File: src/rtl/cmul_pkg.sv
// Shared types and width helpers for the sequential complex multiplier.
package cmul_pkg;

    // Controller states; P3 is only visited by the 4-multiply schedule
    typedef enum logic [2:0] {
        IDLE = 3'd0,
        P0   = 3'd1,
        P1   = 3'd2,
        P2   = 3'd3,
        P3   = 3'd4,
        DONE = 3'd5
    } state_t;

    localparam logic MODE_GAUSS = 1'b0;
    localparam logic MODE_FOUR  = 1'b1;

    // Operand sums/differences carry one guard bit
    function automatic int unsigned sum_w(input int unsigned w);
        return w + 1;
    endfunction

    // Product of two sum-width operands
    function automatic int unsigned prod_w(input int unsigned w);
        return 2 * w + 2;
    endfunction

    // Accumulator keeps one more bit than a product
    function automatic int unsigned acc_w(input int unsigned w);
        return 2 * w + 3;
    endfunction

    // Result width; exact for every operand combination
    function automatic int unsigned out_w(input int unsigned w);
        return 2 * w + 1;
    endfunction

endpackage

File: src/rtl/cmul_shared_mult.sv
// Single time-shared signed multiplier used by every partial-product step.
module cmul_shared_mult #(
    parameter int unsigned OPW = 5
) (
    input  logic signed [OPW-1:0]   x,
    input  logic signed [OPW-1:0]   y,
    output logic signed [2*OPW-1:0] p
);

    // Full-precision signed product
    assign p = x * y;

endmodule

File: src/rtl/cmul_seq_ctrl.sv
// Sequential complex multiply (A+jB)(C+jD) with one shared real multiplier,
// selectable 3-multiply (Gauss) or 4-multiply schedule per transaction.
module cmul_seq_ctrl #(
    parameter int unsigned W = 4
) (
    input  logic           clk,
    input  logic           rst_n,
    input  logic           in_valid,
    output logic           in_ready,
    input  logic           mode,
    input  logic [W-1:0]   a_in,
    input  logic [W-1:0]   b_in,
    input  logic [W-1:0]   c_in,
    input  logic [W-1:0]   d_in,
    output logic           out_valid,
    input  logic           out_ready,
    output logic [2*W:0]   re_out,
    output logic [2*W:0]   im_out,
    output logic           busy
);

    import cmul_pkg::*;

    localparam int unsigned SW = sum_w(W);
    localparam int unsigned PW = prod_w(W);
    localparam int unsigned AW = acc_w(W);
    localparam int unsigned OW = out_w(W);

    state_t                state;
    logic                  mode_q;
    logic signed [W-1:0]   a_q, b_q, c_q, d_q;
    logic signed [AW-1:0]  re_acc, im_acc;
    logic signed [AW-1:0]  re_nxt, im_nxt;

    logic signed [SW-1:0]  a_x, b_x, c_x, d_x;
    logic signed [SW-1:0]  sum_ab, sum_cd, dif_dc;
    logic signed [SW-1:0]  mul_x, mul_y;
    logic signed [PW-1:0]  prod;
    logic signed [AW-1:0]  prod_x;

    // Sign-extended operands and the Gauss pre-adds
    always_comb begin
        a_x    = {a_q[W-1], a_q};
        b_x    = {b_q[W-1], b_q};
        c_x    = {c_q[W-1], c_q};
        d_x    = {d_q[W-1], d_q};
        sum_ab = a_x + b_x;
        sum_cd = c_x + d_x;
        dif_dc = d_x - c_x;
    end

    // Per-state multiplier operand selection
    always_comb begin
        mul_x = a_x;
        mul_y = c_x;
        case (state)
            P0: begin
                if (mode_q == MODE_GAUSS) begin
                    mul_x = c_x;
                    mul_y = sum_ab;
                end else begin
                    mul_x = a_x;
                    mul_y = c_x;
                end
            end
            P1: begin
                if (mode_q == MODE_GAUSS) begin
                    mul_x = a_x;
                    mul_y = dif_dc;
                end else begin
                    mul_x = b_x;
                    mul_y = d_x;
                end
            end
            P2: begin
                if (mode_q == MODE_GAUSS) begin
                    mul_x = b_x;
                    mul_y = sum_cd;
                end else begin
                    mul_x = a_x;
                    mul_y = d_x;
                end
            end
            P3: begin
                mul_x = b_x;
                mul_y = c_x;
            end
            default: begin
                mul_x = a_x;
                mul_y = c_x;
            end
        endcase
    end

    cmul_shared_mult #(
        .OPW (SW)
    ) u_mult (
        .x (mul_x),
        .y (mul_y),
        .p (prod)
    );

    // Accumulator update for the current schedule step
    always_comb begin
        prod_x = {prod[PW-1], prod};
        re_nxt = re_acc;
        im_nxt = im_acc;
        case (state)
            P0: begin
                re_nxt = prod_x;
                if (mode_q == MODE_GAUSS) im_nxt = prod_x;
            end
            P1: begin
                if (mode_q == MODE_GAUSS) im_nxt = im_acc + prod_x;
                else                      re_nxt = re_acc - prod_x;
            end
            P2: begin
                if (mode_q == MODE_GAUSS) re_nxt = re_acc - prod_x;
                else                      im_nxt = prod_x;
            end
            P3: im_nxt = im_acc + prod_x;
            default: begin
                re_nxt = re_acc;
                im_nxt = im_acc;
            end
        endcase
    end

    // Controller FSM with registered handshake outputs and result registers
    always_ff @(posedge clk or negedge rst_n) begin
        if (!rst_n) begin
            state     <= IDLE;
            mode_q    <= MODE_GAUSS;
            a_q       <= '0;
            b_q       <= '0;
            c_q       <= '0;
            d_q       <= '0;
            re_acc    <= '0;
            im_acc    <= '0;
            re_out    <= '0;
            im_out    <= '0;
            in_ready  <= 1'b1;
            out_valid <= 1'b0;
            busy      <= 1'b0;
        end else begin
            re_acc <= re_nxt;
            im_acc <= im_nxt;
            case (state)
                IDLE: begin
                    if (in_valid) begin
                        a_q      <= a_in;
                        b_q      <= b_in;
                        c_q      <= c_in;
                        d_q      <= d_in;
                        mode_q   <= mode;
                        state    <= P0;
                        in_ready <= 1'b0;
                        busy     <= 1'b1;
                    end
                end
                P0: state <= P1;
                P1: state <= P2;
                P2: begin
                    if (mode_q == MODE_GAUSS) begin
                        state     <= DONE;
                        re_out    <= re_nxt[OW-1:0];
                        im_out    <= im_nxt[OW-1:0];
                        out_valid <= 1'b1;
                    end else begin
                        state <= P3;
                    end
                end
                P3: begin
                    state     <= DONE;
                    re_out    <= re_nxt[OW-1:0];
                    im_out    <= im_nxt[OW-1:0];
                    out_valid <= 1'b1;
                end
                DONE: begin
                    if (out_ready) begin
                        state     <= IDLE;
                        out_valid <= 1'b0;
                        in_ready  <= 1'b1;
                        busy      <= 1'b0;
                    end
                end
                default: begin
                    state     <= IDLE;
                    out_valid <= 1'b0;
                    in_ready  <= 1'b1;
                    busy      <= 1'b0;
                end
            endcase
        end
    end

endmodule
File: config.mk
export PLATFORM = sky130hd
export DESIGN_NAME = cmul_seq_ctrl
export DESIGN_NICKNAME = d
export VERILOG_FILES = /design/src/rtl/cmul_pkg.sv /design/src/rtl/cmul_shared_mult.sv /design/src/rtl/cmul_seq_ctrl.sv
export SDC_FILE = /design/constraint.sdc
export NUM_CORES = 1
export LEC_CHECK = 0
export CAP_MARGIN = 20
export CORE_MARGIN = 10
export CORE_UTILIZATION = 40
export DETAILED_ROUTE_END_ITERATION = 7
export GPL_TIMING_DRIVEN = 0
export PLACE_DENSITY = 0.63
export SYNTH_ARGS = -nofsm -noshare
export SYNTH_HDL_FRONTEND = slang
export SYNTH_SLANG_ARGS = --single-unit
File: constraint.sdc
create_clock -name clk -period 8.3 [get_ports clk]
set_clock_uncertainty 0.2 [all_clocks]
set_input_delay 0.83 -clock clk [delete_from_list [all_inputs] [get_ports clk]]
set_output_delay 0.83 -clock clk [all_outputs]
set_load 0.02 [all_outputs]
# Word-level counts from Yosys, hierarchy flattened
# Index checks and enable logic that the tools add are counted.
[totals] elab_cells=79 out_inout_bits=21 ff_bits=63 in_bits=21
[classes] reduce_logical=13 add_sub_neg=5 n_mux=31 n_mul=1 eq_ne=12 bitwise_logic=2
[op_table] operator="$mux W11" n=5
[op_table] operator="$pmux W11 S4" n=1
[op_table] operator="$pmux W9 S2" n=2
[op_table] operator="$pmux W11 S3" n=1
[op_table] operator="$mux W5" n=6
[op_table] operator="$pmux W5 S4" n=1
[op_table] operator="$mux W9" n=2
[op_table] operator="$pmux W3 S6" n=1
[op_table] operator="$pmux W5 S3" n=1
[op_table] operator="$ne A2 B2 Y1 const B" n=7
[op_table] operator="$add A11 B10 Y11" n=1
[op_table] operator="$sub A11 B10 Y11" n=1
[op_table] operator="$add A4 B4 Y5" n=2
[op_table] operator="$mul A5 B5 Y10" n=1
[op_table] operator="$reduce_and A3 Y1" n=3
[op_table] operator="$eq A3 B2 Y1 const B" n=2
[op_table] operator="$eq A3 B3 Y1 const B" n=2
[op_table] operator="$mux W1" n=6
[op_table] operator="$mux W3" n=2
[op_table] operator="$pmux W1 S3" n=2
[op_table] operator="$reduce_and A2 Y1" n=3
[op_table] operator="$sub A4 B4 Y5" n=1
[op_table] operator="$pmux W1 S4" n=1
[op_table] operator="$reduce_and A4 Y1" n=1
[op_table] operator="8 further kinds" n=9

# Depth between registers and ports, before layout
[logic_depth] word_depth=9 mapped_depth=29 depth_no_buf=29

# Cells and area by module
# From an unflattened synthesis, not the netlist that was laid out.
[unflattened] hier_cells=626 area_unflattened_um2=5436.5
[by_module_without_submodules] mod="cmul_seq_ctrl" n_inst=1 area_each_um2=4489.3 seq_area_each_um2=1477.7 cells_each=517
[by_module_without_submodules] mod="cmul_shared_mult" n_inst=1 area_each_um2=947.2 seq_area_each_um2=0.0 cells_each=109

# Least setup slack after synthesis
# OpenSTA, ideal clock, no wires.
[synth_timing] kind="reg-to-reg" from="register c_q[0]" to="register im_out[8]" setup_ns=0.125 path_buffers=0 required_ns=7.975 synth_period_minus_slack_ns=6.404 stages_incl_launch_ff=28 t_arrival_ns=6.079 slack_ns=1.896 path_cell_list="dfrtp_1 -> ha_1 -> fa_1 -> nor2b_1 -> or4_1 -> a221o_1 -> a31oi_1 -> o22a_2 -> and2_1 -> fa_1 -> inv_1 -> fa_1 -> fa_1 -> inv_1 -> ha_1 -> nor2b_1 -> o21ai_0 -> nand2b_1 -> xnor2_1 -> inv_1 -> ha_1 -> o21ai_0 -> nor2_1 -> a2bb2oi_1 -> xor2_1 -> xnor2_1 -> o31ai_1 -> mux2_2"
[synth_between] elab_chain_len=9 word_cells_on_any_way=16 classes_between="add/sub: 3; mul: 1; mux: 12"
[synth_lines] item="start: declaration" line="cmul_seq_ctrl.sv:31" text="logic signed [W-1:0] a_q, b_q, c_q, d_q;"
[synth_lines] item="start signal: assignment" line="cmul_seq_ctrl.sv:153" text="c_q <= c_in;"
[synth_lines] item="$add A4 B4 Y5 / $sub A4 B4 Y5 (equally long branches)" line="cmul_seq_ctrl.sv:48, cmul_seq_ctrl.sv:49"
[synth_lines] item="$mux W5 (on tied branches)" line="cmul_seq_ctrl.sv:76, cmul_seq_ctrl.sv:67"
[synth_lines] item="$pmux W5 S3" line="cmul_seq_ctrl.sv:56" text="case (state)"
[synth_lines] item="$mul A5 B5 Y10 (*)" line="cmul_shared_mult.sv:11" text="assign p = x * y;"
[synth_lines] item="$add A11 B10 Y11" line="cmul_seq_ctrl.sv:114, cmul_seq_ctrl.sv:121"
[synth_lines] item="$mux W11" line="cmul_seq_ctrl.sv:114" text="if (mode_q == MODE_GAUSS) im_nxt = im_acc + prod_x;"
[synth_lines] item="$pmux W11 S4 (*)" line="cmul_seq_ctrl.sv:108" text="case (state)"
[synth_lines] item="via im_nxt[8]" line="cmul_seq_ctrl.sv:33" text="logic signed [AW-1:0] re_nxt, im_nxt;"
[synth_lines] item="$mux W9" line="cmul_seq_ctrl.sv:164" text="if (mode_q == MODE_GAUSS) begin"
[synth_lines] item="$pmux W9 S2 (*)" line="cmul_seq_ctrl.sv:148" text="case (state)"
[synth_lines] item="end signal: assignment" line="cmul_seq_ctrl.sv:167" text="im_out <= im_nxt[OW-1:0];"
[synth_lines] item="end signal: assignment" line="cmul_seq_ctrl.sv:176" text="im_out <= im_nxt[OW-1:0];"
[synth_lines] item="end: declaration" line="cmul_seq_ctrl.sv:18" text="output logic [2*W:0] im_out,"
# The timed path passes the listed nets; every way through them passes the cells marked *. The select of a mux whose other input is x is not followed.
# A chain may end at the register's enable or synchronous reset.

# Worst setup path in the final report
# Ends and elaborated chain as after synthesis.

==> out/results.txt <==
Initial antenna violation count: 0
Drt pass-1 iters: 6
DRC Markers: 0
Nets: 714
Final Slew Violations: 0
Post-CTS Resized: 0
Most frequent cells in the layout: 58 x dfrtp_1, 52 x nor2_1, 50 x a21oi_1
Placer Congestion: 0.9754
Sequential share of the synthesized area: 0.2880
Setup_tns: 0 ns
Synthesized flop and latch total: 59
Share of layout cells above drive strength 1: 0.1146
Finished Cell Area: 6067 um^2
H-Tree Depth: 3
CP required: 8.38 ns
Yosys top cell area share: 0.2829
Reg area: 1478 um^2
Endpoints failing hold: 0
Root Buffer: clkbuf_16
Cell area after synthesis: 5131 um^2
Leading cell type in the layout, fill and taps excluded: dfrtp_1
Max-Cap Viols: 0
Setup violators final: 0
Synth top area cells: dfrtp_1 28%, ha_1 10%, fa_1 7.4%, mux2_2 5.9%, a21oi_1 4.9%
Antenna cells: 0
Cell taking the most area after synthesis: dfrtp_1
Min Clock Period, post-route: 7.213 ns
CTS tree: built
R2R depth: 27
WL/cell: 18.61 um
Final worst-path cycle share: 0.8691
DP Area: 5772 um^2
Hold buffers post-CTS: 0
Filler instances: 1,200
Reg2Reg Setup Slack: 1.09 ns
Core Footprint: 12,570 um^2
Largest net degree at the start of global routing: 39
Yosys warns: 0
I/O Buffers: 41
DIE AREA: 17,760 um^2
Slew headroom: 0.2115
GR Overflow Total: 0
Clock edge transition at the registers on the reported setup and hold paths: 0.05 ns
Syn nets: 661
DRT antenna net count: 0
Ports: 42
Total GRT Usage: 0.1709
Initial core utilization: 0.4083
HP Class: flop to flop
Hpwl dp: 11,590 um
WHS Endpoint: in_ready
Row Count: 41
Unique masters post-synth: 62
Post-synth EDFFs: 0
Max Clk Rate: 0.1386 GHz
Status: finished clean
Clock Latency Late Sink: 0.33 ns
Clock Sinks: 59
Multi-input logic area: 3322 um^2
Clock Path Buffers: 2
Num CTS Buffers: 9
Hold Path Cell Cnt: 2
Routed vias/inst: 5.700
Routed wire length: 15,060 um
CP Max Fanout: 5
Post-CTS Setup Bufs: 0
Worst Max-Slew Pin Slew: 1.183 ns
Area grow syn2layout: 18.24%
CP Launch Type: flop
HP Start: in_ready
Worst Setup End Kind: flop
Crit path kind: flop to flop
RSZ-0062 raised after global routing: false
First-pass GRT wire length: 24,880 um
Vias in the first global route: 4,748
Post-synth ARST share: 1.000
Die X: 133.3 um
DR iter-0 viols: 383
Avg Cell Area, Syn: 8.862 um^2
Reg2reg start: c_q[0]
Via count: 4,611
CP Data Arrival Time: 7.29 ns
Cell count after synthesis: 579
Reg-to-Reg End: im_out[8]
Top_reg_cell synth: dfrtp_1
Die Span Y: 133.3 um
[cell families (layout without fill, tap and decap cells)]
| logic type | Yosys count | count (layout) | share of synthesized area |
|---|---|---|---|
| AND/OR/NAND/NOR | 148 | 148 | 0.1334 |
| multiplexers | 33 | 33 | 0.07120 |
| AO/OA/AOI/OAI | 177 | 177 | 0.2238 |
| adder cells (fa/ha/maj) | 61 | 61 | 0.1765 |
| flip-flops | 59 | 59 | 0.2880 |
| XOR/XNOR | 24 | 24 | 0.04243 |
| buffers and inverters | 77 | 135 | 0.06462 |
[through the flow]
stage	hold WS, ns	worst slack (ns)	std cells	utilization
2_1_floorplan	0.2830	1.896	579	-
6_report	0.2698	1.087	809	0.4827
3_5_place_dp	0.2632	1.152	793	0.4592
4_1_cts	0.2738	1.111	809	0.4827
5_1_grt	0.2874	0.5727	809	0.4827
3_3_place_gp	0.2593	1.142	792	0.4580
[worst max-delay path by stage]
stage | startpoint | end | slack, ns | cells after the start
after floorplan | c_q[0] | im_out[8] | 1.90 | 27
after global placement | c_q[0] | im_out[8] | 1.14 | 27
after detailed placement | c_q[0] | im_out[8] | 1.15 | 27
after CTS | c_q[0] | im_out[8] | 1.11 | 27
after global routing | b_q[0] | im_out[8] | 0.57 | 25
final | c_q[0] | im_out[8] | 1.09 | 27
[synth_stat cells (4+ instances only)]
cell,instances
fa_1,19
a22oi_1,6
o221ai_1,4
o22ai_1,14
nand2_1,47
nand2b_1,13
a222oi_1,4
a31oi_1,8
nor3_1,7
o21a_1,8
buf_2,13
a21o_1,7
mux2i_1,5
xor2_1,6
nor2_1,52
inv_1,49
ha_1,42
nand3_1,5
o21ai_0,38
xnor2_1,17
dfrtp_1,58
nor2b_1,10
clkbuf_1,7
mux2_2,27
a21oi_1,50
a221oi_1,6
[cell type report]
cell class                      instances  share of cell area
Tap cell                              172             0.03547
Timing Repair Buffer                   42             0.07012
Inverter                               50             0.03093
Buffer                                 27             0.02372
Sequential cell                        59              0.2436
Clock buffer                           11             0.04001
Multi-Input combinational cell        443              0.5475
Clock inverter                          5            0.008662
[worst max-delay path, cell delays in order (launching register included)]
cell       delay [ns]
dfrtp_1          0.46
ha_1             0.26
fa_1             0.41
nor2b_1          0.15
or4_1            0.41
a221o_1          0.30
a31oi_1          0.18
o22a_2           0.24
and2_1           0.16
fa_1             0.41
inv_1            0.08
fa_1             0.45
fa_1             0.54
inv_1            0.04
ha_1             0.34
nor2b_1          0.15
o21ai_0          0.14
nand2b_1         0.08
xnor2_1          0.51
inv_1            0.13
ha_1             0.35
o21ai_0          0.09
nor2_1           0.09
a2bb2oi_1        0.21
xor2_1           0.19
xnor2_1          0.08
o31ai_1          0.29
mux2_2           0.21
[metal layers]
layer | global-route usage | wire length (um)
met4 | 0.06227 | 265
met5 | 0 | 0
met1 | 0.2210 | 6675
met3 | 0.03083 | 931
met2 | 0.2781 | 7183
[sequential cells by signal (all words and copies together) (netlist names), 3 cells and up]
name    count
b_q         4
d_q         4
a_q         4
re_acc      9
re_out      9
c_q         4
im_acc      9
state       3
im_out      9
Power is left out: the tool's default activity adds up to more than one toggle a clock period on the data nets, which glitch-free logic cannot reach.
